File: src/rtl/pifo_sched_pkg.sv
// Default geometry and small helpers for the PIFO scheduler controller.
package pifo_sched_pkg;

   localparam int ELEMENT_BITS  = 3;
   localparam int PRIORITY_BITS = 4;

   // Index width that never collapses to zero bits for a single-entry range.
   function automatic int clog2_min1(input int n);
      return (n > 1) ? $clog2(n) : 1;
   endfunction

   localparam int NUMIN_DEF   = 4;
   localparam int NUMPORT_DEF = 2;
   localparam int CAP_DEF     = 2 ** ELEMENT_BITS;
   localparam int BITPRIO_DEF = PRIORITY_BITS;
   localparam int BITDATA_DEF = $clog2(CAP_DEF);
   localparam int BITPORT_DEF = clog2_min1(NUMPORT_DEF);

endpackage

File: src/rtl/pifo_sched_ctrl_rr_pick.sv
// rr_pick: find the first set request at or after ptr, wrapping modulo N.
module rr_pick
   import pifo_sched_pkg::*;
#(
   parameter int N = 4,
   parameter int W = clog2_min1(N)
) (
   input  logic [N-1:0] req,
   input  logic [W-1:0] ptr,
   output logic         vld,
   output logic [W-1:0] idx
);

   logic [W-1:0] cand;

   // Walk the candidates in rotated order; the first hit wins and later hits are ignored.
   always_comb begin
      vld  = 1'b0;
      idx  = {W{1'b0}};
      cand = {W{1'b0}};
      for (int k = 0; k < N; k++) begin
         cand = W'((int'(ptr) + k) % N);
         idx  = (!vld && req[cand]) ? cand : idx;
         vld  = vld | req[cand];
      end
   end

endmodule

File: src/rtl/pifo_sched_ctrl.sv
// pifo_sched_ctrl: two-lane round-robin enqueue into a PIFO, per-port
// round-robin dequeue with a one-cycle pop result, occupancy tracking and a
// sticky error for pop/result handshake violations.
module pifo_sched_ctrl
   import pifo_sched_pkg::*;
#(
   parameter int NUMIN   = NUMIN_DEF,
   parameter int NUMPORT = NUMPORT_DEF,
   parameter int CAP     = CAP_DEF,
   parameter int BITPRIO = BITPRIO_DEF,
   parameter int BITDATA = $clog2(CAP),
   parameter int BITPORT = clog2_min1(NUMPORT)
) (
   input  logic                       clk,
   input  logic                       rst,
   input  logic [NUMIN-1:0]           in_vld,
   output logic [NUMIN-1:0]           in_rdy,
   input  logic [NUMIN*BITPORT-1:0]   in_prt,
   input  logic [NUMIN*BITPRIO-1:0]   in_pri,
   input  logic [NUMIN*BITDATA-1:0]   in_dat,
   input  logic [NUMPORT-1:0]         deq_req,
   output logic                       deq_vld,
   output logic [BITPORT-1:0]         deq_prt,
   output logic [BITPRIO-1:0]         deq_pri,
   output logic [BITDATA-1:0]         deq_dat,
   output logic                       push_1,
   output logic [BITPORT-1:0]         uprt_1,
   output logic [BITPRIO-1:0]         upri_1,
   output logic [BITDATA-1:0]         udin_1,
   output logic                       push_2,
   output logic [BITPORT-1:0]         uprt_2,
   output logic [BITPRIO-1:0]         upri_2,
   output logic [BITDATA-1:0]         udin_2,
   output logic                       pop_0,
   output logic [BITPORT-1:0]         oprt_0,
   input  logic                       ovld_0,
   input  logic [BITPRIO-1:0]         opri_0,
   input  logic [BITDATA-1:0]         odout_0,
   output logic [$clog2(CAP):0]       occ,
   output logic                       err
);

   localparam int BITIN = clog2_min1(NUMIN);
   localparam int OCCW  = $clog2(CAP) + 1;

   // Architectural state
   logic [BITIN-1:0]   enq_ptr;
   logic [BITPORT-1:0] deq_ptr;
   logic [OCCW-1:0]    pcnt [NUMPORT];
   logic               pop_pend;
   logic [BITPORT-1:0] pop_prt;

   // Per-requester views of the flattened request fields
   logic [BITPORT-1:0] prt_a [NUMIN];
   logic [BITPRIO-1:0] pri_a [NUMIN];
   logic [BITDATA-1:0] dat_a [NUMIN];

   // Enqueue arbitration
   logic               g1_vld;
   logic               g2_vld;
   logic [BITIN-1:0]   g1_idx;
   logic [BITIN-1:0]   g2_idx;
   logic [NUMIN-1:0]   g2_req;
   logic [OCCW-1:0]    room;
   logic               allow_1;
   logic               allow_2;
   logic [BITIN-1:0]   last_idx;
   logic [BITIN-1:0]   enq_ptr_nxt;

   // Dequeue arbitration
   logic [NUMPORT-1:0] elig;
   logic               pop_hit;
   logic [BITPORT-1:0] pop_idx;
   logic [BITPORT-1:0] deq_ptr_nxt;

   // Next-state values
   logic [OCCW-1:0]    pcnt_nxt [NUMPORT];
   logic [OCCW-1:0]    occ_nxt;
   logic               err_nxt;

   // Split the flattened request buses into per-requester arrays.
   always_comb begin
      for (int i = 0; i < NUMIN; i++) begin
         prt_a[i] = in_prt[i*BITPORT +: BITPORT];
         pri_a[i] = in_pri[i*BITPRIO +: BITPRIO];
         dat_a[i] = in_dat[i*BITDATA +: BITDATA];
      end
   end

   rr_pick #(.N(NUMIN), .W(BITIN)) u_pick_enq1 (
      .req (in_vld),
      .ptr (enq_ptr),
      .vld (g1_vld),
      .idx (g1_idx)
   );

   // Mask the first winner so the second picker yields the next requester in rotation.
   always_comb begin
      g2_req = in_vld & ~(NUMIN'(1'b1) << g1_idx);
   end

   rr_pick #(.N(NUMIN), .W(BITIN)) u_pick_enq2 (
      .req (g2_req),
      .ptr (enq_ptr),
      .vld (g2_vld),
      .idx (g2_idx)
   );

   // Cap grants by free space and drive both push lanes from the winners' fields.
   always_comb begin
      room    = OCCW'(CAP) - occ;
      allow_1 = (room != {OCCW{1'b0}});
      allow_2 = (room >= OCCW'(2'd2));
      push_1  = !rst && g1_vld && allow_1;
      push_2  = !rst && g2_vld && allow_2 && push_1;
      uprt_1  = prt_a[g1_idx];
      upri_1  = pri_a[g1_idx];
      udin_1  = dat_a[g1_idx];
      uprt_2  = prt_a[g2_idx];
      upri_2  = pri_a[g2_idx];
      udin_2  = dat_a[g2_idx];
      in_rdy  = ({NUMIN{push_1}} & (NUMIN'(1'b1) << g1_idx))
              | ({NUMIN{push_2}} & (NUMIN'(1'b1) << g2_idx));
   end

   // Advance the enqueue pointer past the last requester granted this cycle.
   always_comb begin
      last_idx = push_2 ? g2_idx : g1_idx;
      if (!push_1) begin
         enq_ptr_nxt = enq_ptr;
      end else if (int'(last_idx) == NUMIN - 1) begin
         enq_ptr_nxt = {BITIN{1'b0}};
      end else begin
         enq_ptr_nxt = last_idx + BITIN'(1'b1);
      end
   end

   // A port may pop only on its registered count, so same-cycle pushes never qualify it.
   always_comb begin
      for (int p = 0; p < NUMPORT; p++) begin
         elig[p] = deq_req[p] && (pcnt[p] != {OCCW{1'b0}});
      end
   end

   rr_pick #(.N(NUMPORT), .W(BITPORT)) u_pick_pop (
      .req (elig),
      .ptr (deq_ptr),
      .vld (pop_hit),
      .idx (pop_idx)
   );

   // Issue at most one pop per cycle and step the dequeue pointer past the chosen port.
   always_comb begin
      pop_0  = !rst && pop_hit;
      oprt_0 = pop_idx;
      if (!pop_0) begin
         deq_ptr_nxt = deq_ptr;
      end else if (int'(pop_idx) == NUMPORT - 1) begin
         deq_ptr_nxt = {BITPORT{1'b0}};
      end else begin
         deq_ptr_nxt = pop_idx + BITPORT'(1'b1);
      end
   end

   // Per-port counts take both push lanes and the pop in the same cycle.
   always_comb begin
      for (int p = 0; p < NUMPORT; p++) begin
         pcnt_nxt[p] = pcnt[p]
                     + OCCW'(push_1 && (uprt_1 == BITPORT'(p)))
                     + OCCW'(push_2 && (uprt_2 == BITPORT'(p)))
                     - OCCW'(pop_0  && (oprt_0 == BITPORT'(p)));
      end
   end

   // Occupancy drops only when a result returns; error flags any pop/result mismatch.
   always_comb begin
      occ_nxt = occ + OCCW'(push_1) + OCCW'(push_2)
              - OCCW'(ovld_0 && (occ != {OCCW{1'b0}}));
      err_nxt = err | (pop_pend ^ ovld_0);
   end

   // The PIFO result arrives one cycle after the pop; reset suppresses it.
   always_comb begin
      deq_vld = !rst && pop_pend && ovld_0;
      deq_prt = pop_prt;
      deq_pri = opri_0;
      deq_dat = odout_0;
   end

   // State update with synchronous reset clearing every counter, pointer and flag.
   always_ff @(posedge clk) begin
      if (rst) begin
         enq_ptr  <= {BITIN{1'b0}};
         deq_ptr  <= {BITPORT{1'b0}};
         pop_pend <= 1'b0;
         pop_prt  <= {BITPORT{1'b0}};
         occ      <= {OCCW{1'b0}};
         err      <= 1'b0;
         for (int p = 0; p < NUMPORT; p++) begin
            pcnt[p] <= {OCCW{1'b0}};
         end
      end else begin
         enq_ptr  <= enq_ptr_nxt;
         deq_ptr  <= deq_ptr_nxt;
         pop_pend <= pop_0;
         pop_prt  <= oprt_0;
         occ      <= occ_nxt;
         err      <= err_nxt;
         for (int p = 0; p < NUMPORT; p++) begin
            pcnt[p] <= pcnt_nxt[p];
         end
      end
   end

endmodule

File: config.mk
export PLATFORM = sky130hd
export DESIGN_NAME = pifo_sched_ctrl
export DESIGN_NICKNAME = d
export VERILOG_FILES = /design/src/rtl/pifo_sched_pkg.sv /design/src/rtl/pifo_sched_ctrl_rr_pick.sv /design/src/rtl/pifo_sched_ctrl.sv
export SDC_FILE = /design/constraint.sdc
export NUM_CORES = 1
export LEC_CHECK = 0
export CORE_MARGIN = 2
export CORE_UTILIZATION = 40
export CTS_CLUSTER_SIZE = 12
export DETAILED_ROUTE_END_ITERATION = 10
export GPL_TIMING_DRIVEN = 0
export PLACE_DENSITY = 0.78
export SLEW_MARGIN = 15
export SYNTH_ARGS = -nofsm -noshare
export SYNTH_HDL_FRONTEND = slang
export SYNTH_HIERARCHICAL = 1
export SYNTH_SLANG_ARGS = --single-unit
File: constraint.sdc
create_clock -name clk -period 5.8 [get_ports clk]
set_input_delay 0.58 -clock clk [delete_from_list [all_inputs] [get_ports clk]]
set_output_delay 0.58 -clock clk [all_outputs]
set_load 0.01 [all_outputs]
# Word level (Yosys, flattened, before mapping)
# Memory sizes are Yosys's and may differ from the RTL's.
# Index checks and enable logic that the tools add are counted.
[word_totals]
ff_bits = 10
ramBits = 8
inputBits = 48
out_inout_bits = 38
wordCells = 148
n_memories = 1
[classes]
n_addsub = 16
n_lt_le_gt_ge = 9
n_eq_ne = 1
shift = 2
n_mux = 56
n_bitwise = 21
reduce_logical = 36
[mem_list]
columns = ["name", "words", "width", "read_ports", "rd_clocked_by_memory_dff", "write_ports", "line", "text"]
rows = [
  ["pcnt", 2, 4, 2, 0, 2, "pifo_sched_ctrl.sv:49", "logic [OCCW-1:0] pcnt [NUMPORT];"],
]
[ops]
columns = ["op", "n"]
rows = [
  ["adder 4 x 1 -> 4 bit", 6],
  ["logical AND 1 bit", 24],
  ["two-way mux 4 bit", 6],
  ["two-way mux 1 bit", 22],
  ["binary-select mux 1 bit (select 2 bit)", 10],
  ["two-way mux 2 bit", 10],
  ["binary-select mux 4 bit (select 2 bit)", 2],
  ["nonzero test 4 bit", 4],
  ["AND 4 bit", 3],
  ["binary-select mux 3 bit (select 2 bit)", 2],
  ["less-than comparator 2 x 3 -> 1 bit (second input constant)", 4],
  ["two-way mux 3 bit", 4],
  ["subtractor 4 x 1 -> 4 bit", 3],
  ["OR 1 bit", 10],
  ["logical NOT 1 bit", 8],
  ["<< shifter 1 x 2 -> 4 bit (first input constant)", 2],
  [">= comparator 3 bit (second input constant)", 2],
  ["inverter 2 -> 3 bit", 2],
  ["adder 2 x 1 -> 2 bit (second input constant)", 2],
  ["adder 2 bit (second input constant)", 2],
  [">= comparator 4 x 2 -> 1 bit (second input constant)", 1],
  ["less-than comparator 1 x 2 -> 1 bit (second input constant)", 2],
  ["inverter 4 bit", 1],
  ["OR 4 bit", 1],
  ["5 further kinds", 8],
]

# Longest topological paths before layout
# Gate-level depths: netlist of the first run.
[logic_depth]
depth_word = 27
mapped_depth = 18
depth_no_buf = 17

# Hierarchy
# Netlist of the first run, hierarchy kept.
[by_module_without_submodules]
columns = ["mod", "instances", "cells_per_inst", "area_per_inst_um2", "seq_area_each_um2"]
rows = [
  ["pifo_sched_ctrl", 1, 167, 1681.6, 360.3],
  ["rr_pick (u_pick_enq1 ...)", 2, 15, 77.6, 0.0],
  ["rr_pick (u_pick_pop)", 1, 3, 17.5, 0.0],
]

# Worst setup path before layout of the first run
# OpenSTA, ideal clock, no wires.
[synth_path]
kind = "in2reg"
startpoint = "input in_vld[0]"
endpoint = "memory pcnt[0][2] in the netlist's numbering"
setup_time_ns = 0.128
arrival_time_ns = 4.405
required_time_ns = 5.672
path_slack_ns = 1.268
cell_stages = 16
n_path_buf = 1
cell_sequence = "a21oi_1 > o21ai_0 > a21oi_1 > clkbuf_1 > nand2b_1 > and2_1 > inv_1 > a221o_1 > a21oi_1 > mux4_2 > or2b_1 > ha_1 > fa_1 > fa_1 > xor2_1 > nor2_1"
[synth_lines]
columns = ["item", "line", "text"]
rows = [
  ["start: declaration", "pifo_sched_ctrl.sv:16", "input logic [NUMIN-1:0] in_vld,"],
  ["end: declaration", "pifo_sched_ctrl.sv:49", ""],
]

==> implementation parameters, run 1 <==
Parameter                              Value

Synth
  Number of different library cells in the post-synthesis netlist ... 42
  Post-Synthesis Mean Instance Area ... 9.27 um^2
  Number of standard cells after synthesis ... 200
  Seq cells post-synth ... 18
  Flip-flop cell with the highest count after synthesis ... dfxtp_1
  Syn nets ... 270
  Proportion of register bits with asynchronous set or reset after synthesis ... 0
  Syn Std Cell Area ... 0.00185 mm^2
  Portion of the post-synthesis area used by sequential elements ... 0.194
  Synth warnings ... 6
  EDFF count, synth ... 0

Timing
  Number of slew-limit violations in the final report ... 0
  Peak clock frequency supported by timing ... 189 MHz
  Min Hold Slack ... 0.494 ns
  Setup slack of the critical path after layout ... 0.497 ns
  TNS Setup ... 0 ns
  Setup Viol. Count Final ... 0
  Unrepaired setup endpoints after global routing ... no
  Final critical-path share of the clock period ... 0.914
  Actual slew at the worst max-slew pin ... 0.539 ns
  Final worst clock skew ... 0.00258 ns
  Number of hold violations in the final report ... 0
  Min Clock Period, post-route ... 5.30 ns
  Worst slew margin relative to its limit ... 0.641

Setup path
  Launch point of the worst reg-to-reg path ... enq_ptr[0]
  Most Frequent Cell on Critical Path ... a21oi_1
  Slowest cell on the critical path ... mux4_2
  Data required time of the worst path ... 5.93 ns
  R2R setup slack ... 0.91 ns
  Critical register-to-register path endpoint ... pcnt[0][2]
  Critical path fanouts, max ... 10
  Critical setup path kind ... in -> reg
  Cell chain of the critical path ... clkdlybuf4s50_1 -> a21oi_1 -> o21ai_0 -> a21oi_1 -> clkbuf_1 -> nand2b_1 -> and2_1 -> inv_1 -> a221o_1 -> a21oi_1 -> mux4_2 -> or2b_1 -> ha_1 -> fa_1 -> fa_1 -> xor2_1 -> nor2_1
  Worst Setup Start Kind ... primary input
  CP arrival ... 5.44 ns
  Delay contributed by the slowest stage of the critical path ... 0.61 ns
  FF-to-FF path depth ... 16
  Capturing element type of the critical path ... flop

Global routing
  Pin count of the biggest net entering global routing ... 11
  Met1 routing resource usage after global routing ... 0.214
  Vias in the first global route ... 1698
  Global-route wire length before repair ... 7400 um
  Total GRT Usage ... 0.180
  Total congestion overflow after global routing ... 0
  Met3 Use GR ... 0.0347
  Number of antenna violations at the first check in global routing ... 0
  Global routing usage on met2 ... 0.324
  Busiest layer in global routing ... met2

Floorplan
  Floorplan die height ... 72.1 um
  Die width ... 72.1 um
  Number of I/O pins ... 86
  Row count ... 24
  Die area ... 0.00520 mm^2
  Starting Density ... 0.420
  Core Area ... 0.00441 mm^2

Detailed routing
  Wire length after detailed routing ... 4640 um
  WL/cell ... 13.9 um
  Number of violations reported at the end of detailed-routing iteration 0 ... 40
  Via count normalized by instance count ... 5.16
  Antenna Violating Nets Remaining ... 0
  DRC viols ... 0
  First-pass iteration count of the detailed router ... 4
  Routed via count ... 1725

Clock tree
  Post-cts hold buffer count ... 0
  Clock sink total ... 18
  Resized Gates After CTS ... 0
  H-tree depth reported by CTS ... 1
  Cell at the root of the clock tree ... clkbuf_8
  Insertion delay to the later sink of the worst-skew pair ... 0.26 ns
  Clk buf depth ... 2
  Reg clk slew, reported paths ... 0.07 ns
  CTS tree ... done
  Post-CTS Repair Setup Buffers ... 0
  Number of buffers created by CTS ... 3

Cells and area
  Signed area change from the synthesized netlist to the final layout ... 48.6%
  Fillers ... 377
  Net count, final ... 353
  Leading cell type in the layout, fill and taps excluded ... clkdlybuf4s50_1
  Number of diodes ... 0
  Layout cells sized above 1 ... 0.142
  Commonest cells after routing, fill and taps aside ... clkdlybuf4s50_1 (78), inv_1 (31), nor2_1 (21)

Hold path
  Worst hold start ... err
  Path class of the lowest-slack min-delay path ... reg -> reg
  Endpoint of the worst hold path ... err
  WHS Path Cells ... 2

Pwr
  Power share of the clock group ... 0.084
  Register share of total power ... 0.165
  Highest ir drop seen on vdd ... 0.249 mV
  Switching fraction of total power ... 0.411
  Switching power total ... 0.000510 W
  Internal Power ... 0.000731 W
  Combinational power share ... 0.750
  Leakage power total ... 1.12 nW
  Power density over the cells ... 451 mW/mm^2

Place
  HPWL after detailed placement ... 3890 um
  Weighted congestion at the end of routability-driven global placement ... 0.860
  # port buffers ... 78
  Dpl ws ... 0.190 ns

Job
  Number of maximum-capacitance constraint violations ... 0

Run status
  Status ... complete, no violations
## sequential cells by signal, indices dropped and copies added (netlist names)
| name | flops |
|---|---|
| deq_prt | 1 |
| deq_ptr | 1 |
| enq_ptr | 2 |
| err | 1 |
| occ | 4 |
| pcnt | 8 |
| pop_pend | 1 |
## stage by stage
step / cells / cell area (um^2) / util / total power [W]
floorplan: 200 / 1850 / - / 0.000822
global placement: 330 / 2700 / 0.612 / 0.00113
detailed placement: 330 / 2700 / 0.612 / 0.00115
CTS: 334 / 2760 / 0.624 / 0.00126
global route: 334 / 2760 / 0.624 / 0.00136
finish: 334 / 2760 / 0.624 / 0.00124
## per-layer routing
layer | routed length [um] | share of wire | vias up
met3 | 390 | 0.084 | 4
li1 | - | - | 845
met4 | 36 | 0.0078 | 0
met5 | 0 | 0 | -
met1 | 1930 | 0.42 | 802
met2 | 2280 | 0.49 | 74
## worst max-delay path by stage
stage	start	to	slack, ns
after floorplan	in_vld[0]	pcnt[0][2]	1.27
after global placement	in_vld[0]	pcnt[0][2]	0.23
final	in_vld[0]	pcnt[0][2]	0.50
after global routing	in_vld[0]	pcnt[0][2]	0.1
after CTS	in_vld[0]	pcnt[0][2]	0.45
after detailed placement	in_vld[0]	pcnt[0][2]	0.19
## cell families (layout without fill, tap and decap cells)
logic type      count (synthesis)  count (layout)  synth area share
compound gates                 37              37             0.144
mux                            16              16             0.194
fa+ha+maj                      22              22             0.173
flops                          18              18             0.194
simple gates                   51              51             0.139
xor+xnor                        8               8            0.0418
buf+inv                        48             130             0.114
## Yosys cell counts (2+ instances only)
library cell / number / area (um^2)
buf_2: 2 / 10.0
a221o_1: 2 / 20.0
or2_2: 2 / 12.5
a21o_1: 2 / 15.0
a32o_1: 2 / 20.0
o22ai_1: 2 / 12.5
nor2b_1: 5 / 31.3
inv_2: 3 / 11.3
a31oi_1: 2 / 12.5
clkbuf_1: 3 / 11.3
nand3_1: 3 / 15.0
ha_1: 16 / 200
nor2_1: 21 / 78.8
nand2b_1: 5 / 31.3
xnor2_1: 5 / 43.8
o21ai_0: 3 / 15.0
nand2_1: 6 / 22.5
xor2_1: 2 / 17.5
o221ai_1: 2 / 17.5
buf_4: 7 / 52.6
and2_1: 4 / 25.0
fa_1: 6 / 120
dfxtp_1: 18 / 360
inv_1: 31 / 116
mux4_2: 16 / 360
a21oi_1: 14 / 70.1
## cell type report
cell class	instances	area (um^2)	share of cell area
inverter	35	134	0.0486
buffer	13	77.6	0.0282
sequential	18	360	0.131
multi-input combinational	134	1280	0.465
tap	52	65.1	0.0236
timing repair buffer	78	781	0.283
clock buffer	4	55.1	0.0200
## worst max-delay path: cells and delay by family
family                   cells  cell delay (ns)
XOR/XNOR                     1             0.15
multiplexers                 1             0.61
adder cells (fa/ha/maj)      3             1.13
buffers and inverters        3             1.00
AO/OA/AOI/OAI                5             1.28
AND/OR/NAND/NOR              4             0.69
## power by group through the flow
stage / combinational, W / sequential, W / clock, W
after CTS: 0.000948 / 0.000206 / 0.000108
final: 0.000932 / 0.000205 / 0.000105
after global placement: 0.000924 / 0.000208 / 0
after floorplan: 0.000615 / 0.000207 / 0
after global routing: 0.00103 / 0.000212 / 0.000114
after detailed placement: 0.000944 / 0.000208 / 0
Note: power is estimated with default switching activity, not from simulation.
==> run 2: changes to the inputs <==
GPL_ROUTABILITY_DRIVEN = 0   (was unset)
==> results of run 2 <==
No change in the layout: final DEF, timing and power equal those of run 1.
==> run 3: changes to the inputs <==
GPL_ROUTABILITY_DRIVEN = 1   (was 0)
PLACE_DENSITY = 0.76   (was 0.78)
SYNTH_HIERARCHICAL = unset   (was 1)
==> implementation parameters, run 3 <==
Parameter                              Value

Setup path
  CP arrival ... 4.07 ns
  Critical path fanouts, max ... 10
  Cell chain of the critical path ... clkdlybuf4s50_1 -> buf_2 -> o21ai_0 -> a221o_1 -> a22oi_4 -> mux4_2 -> or2_1 -> ha_1 -> fa_1 -> fa_1 -> xor2_1 -> nor2_1
  Worst Setup Start Kind ... primary input
  Capturing element type of the critical path ... flop
  Slowest cell on the critical path ... mux4_2
  Most Frequent Cell on Critical Path ... fa_1
  Data required time of the worst path ... 5.93 ns
  Delay contributed by the slowest stage of the critical path ... 0.55 ns
  Critical setup path kind ... in -> reg
  FF-to-FF path depth ... 11

Detailed routing
  Number of violations reported at the end of detailed-routing iteration 0 ... 42
  Antenna Violating Nets Remaining ... 0
  Routed via count ... 1979
  Wire length after detailed routing ... 5340 um
  WL/cell ... 13.8 um
  First-pass iteration count of the detailed router ... 4
  Via count normalized by instance count ... 5.10
  DRC viols ... 0

Cells and area
  Layout cells sized above 1 ... 0.156
  Top flop regs ... pcnt (8), occ (4), enq_ptr (2)
  Leading cell type in the layout, fill and taps excluded ... clkdlybuf4s50_1
  Sequential standard cell area ... 360 um^2
  Fillers ... 450
  Number of flip-flops under the largest register name ... 8
  Register with the most flip-flops ... pcnt
  Number of diodes ... 0
  Total area of multi-input combinational cells ... 0.00143 mm^2
  Non-filler instance count after layout ... 388
  Signed area change from the synthesized netlist to the final layout ... 44.8%
  Net count, final ... 392
  Commonest cells after routing, fill and taps aside ... clkdlybuf4s50_1 (77), nor2_1 (27), nand2_1 (24), inv_1 (24), dfxtp_1 (18)

Synth
  Post-Synthesis Mean Instance Area ... 8.45 um^2
  Fraction of synthesized area in multiplexers ... 0.148
  Number of standard cells after synthesis ... 240
  Combinational family with the most area after synthesis ... simple AND/OR/NAND/NOR gates
  EDFF count, synth ... 0
  Most repeated cell in the gate-level netlist after synthesis ... nor2_1
  Adder and majority gate portion of the synthesized area ... 0.163
  Fraction of post-synthesis cell area in the top cell type by area ... 0.178
  Portion of the post-synthesis area used by sequential elements ... 0.178
  Number of different library cells in the post-synthesis netlist ... 53
  Synth warnings ... 0
  Leading post-synthesis cells by instance count ... nor2_1 (27), inv_1 (24), nand2_1 (24)
  Syn Std Cell Area ... 0.00203 mm^2
  Syn nets ... 310
  Synth area leaders ... dfxtp_1 (18%), ha_1 (9.9%), mux4_2 (8.9%), fa_1 (5.9%), nor2_1 (5.0%)
  Proportion of register bits with asynchronous set or reset after synthesis ... 0
  Basic-gate share of the synthesized area counting and, or, nand and nor cells ... 0.186
  Flip-flop cell with the highest count after synthesis ... dfxtp_1
  Compound-Gate Fraction of Synth Area ... 0.170
  Seq cells post-synth ... 18
  Cell taking the most area after synthesis ... dfxtp_1
  Xor/xnor cell area share of the yosys netlist ... 0.0389

Global routing
  Number of antenna violations at the first check in global routing ... 0
  Total GRT Usage ... 0.193
  Met1 routing resource usage after global routing ... 0.266
  Busiest layer in global routing ... met2
  Pin count of the biggest net entering global routing ... 11
  Global routing usage on met2 ... 0.311
  Vias in the first global route ... 1902
  Global-route wire length before repair ... 8510 um
  Met3 Use GR ... 0.0295
  Total congestion overflow after global routing ... 0

Pwr
  Leakage power total ... 1.22 nW
  Power density over the cells ... 422 mW/mm^2
  Total Power Consumption ... 0.00124 W
  Highest ir drop seen on vdd ... 0.223 mV

Clock tree
  Clk buf depth ... 2
  Cell at the root of the clock tree ... clkbuf_8
  Clock sink total ... 18
  Insertion delay to the later sink of the worst-skew pair ... 0.25 ns
  Post-cts hold buffer count ... 0
  Number of buffers created by CTS ... 3
  H-tree depth reported by CTS ... 1
  CTS tree ... done
  Resized Gates After CTS ... 0
  Reg clk slew, reported paths ... 0.07 ns
  Post-CTS Repair Setup Buffers ... 0

Floorplan
  Die area ... 0.00566 mm^2
  Number of I/O pins ... 86
  Starting Density ... 0.421
  Row count ... 25
  Core Area ... 0.00482 mm^2
  Die width ... 75.2 um
  Floorplan die height ... 75.2 um

Timing
  Number of slew-limit violations in the final report ... 0
  Actual slew at the worst max-slew pin ... 0.554 ns
  Setup slack of the critical path after layout ... 1.86 ns
  Final critical-path share of the clock period ... 0.679
  Peak clock frequency supported by timing ... 254 MHz
  Worst slew margin relative to its limit ... 0.631
  Setup Viol. Count Final ... 0
  Unrepaired setup endpoints after global routing ... no
  TNS Setup ... 0 ns
  Final worst clock skew ... 0.00108 ns
  Min Clock Period, post-route ... 3.94 ns
  Number of hold violations in the final report ... 0

Place
  Weighted congestion at the end of routability-driven global placement ... 0.839
  Count of placed standard cells including taps ... 384
  # port buffers ... 77
  Dpl ws ... 1.55 ns
  HPWL after detailed placement ... 4310 um

Hold path
  Path class of the lowest-slack min-delay path ... reg -> reg
  WHS Path Cells ... 2

Job
  Number of maximum-capacitance constraint violations ... 0

Run status
  Status ... complete, no violations
## run 3: changes by cell type in the layout (fill, tap and decap cells not counted), moves of 4 or more
cell,change
mux4_2,-8
buf_2,+4
and2_1,-4
nand2_1,+18
nor2_1,+6
inv_1,-7
a31oi_1,+6
mux2_2,+8
## run 3: where the power goes
| part | internal (W) | switching [W] |
|---|---|---|
| sequential | 0.000170 | 0.0000277 |
| clock | 0.0000604 | 0.0000424 |
| combinational | 0.000486 | 0.000454 |
## run 3: logic make-up after synthesis
family / count (synthesis)
and+or+nand+nor: 78
AOI/OAI and AO/OA: 47
buffers and inverters: 46
adders and majority gates: 23
muxes: 19
DFF: 18
xor gates and xnor gates: 9
## run 3: path summary, 6_finish.rpt
| path | from | endpoint | slack (ns) |
|---|---|---|---|
| setup reg to reg | enq_ptr[0] | pcnt[0][2] | 2.56 |
| hold / removal | err | err | 0.48 |
| setup / recovery | in_vld[0] | pcnt[0][2] | 1.86 |
| hold reg to reg | err | err | 0.48 |
## run 3: through the flow
step / instance area, um^2 / hold slack, ns / util
after global routing: 2940 / 0.525 / 0.610
after CTS: 2940 / 0.491 / 0.610
after floorplan: 2030 / 0.458 / -
after detailed placement: 2880 / 0.475 / 0.598
final: 2940 / 0.481 / 0.610
after global placement: 2880 / 0.457 / 0.598
## run 3: critical path, delay by kind of cell
family	cells	cell delay [ns]
fa+ha+maj	3	1.11
xor+xnor	1	0.14
mux	1	0.55
simple gates	2	0.28
buf+inv	2	0.67
compound gates	3	0.72
## run 3: per-layer routing
metal,vias to the layer above,share of wire
met2,58,0.50
met3,9,0.052
met4,0,0.015
met1,925,0.43
met5,-,0
li1,987,-
## run 3: area by class of cell
class / instances / area share
buffer: 20 / 0.0473
clock buffer: 4 / 0.0187
inverter: 26 / 0.0332
multi-input combinational: 176 / 0.487
sequential: 18 / 0.123
tap: 67 / 0.0285
timing repair buffer: 77 / 0.262
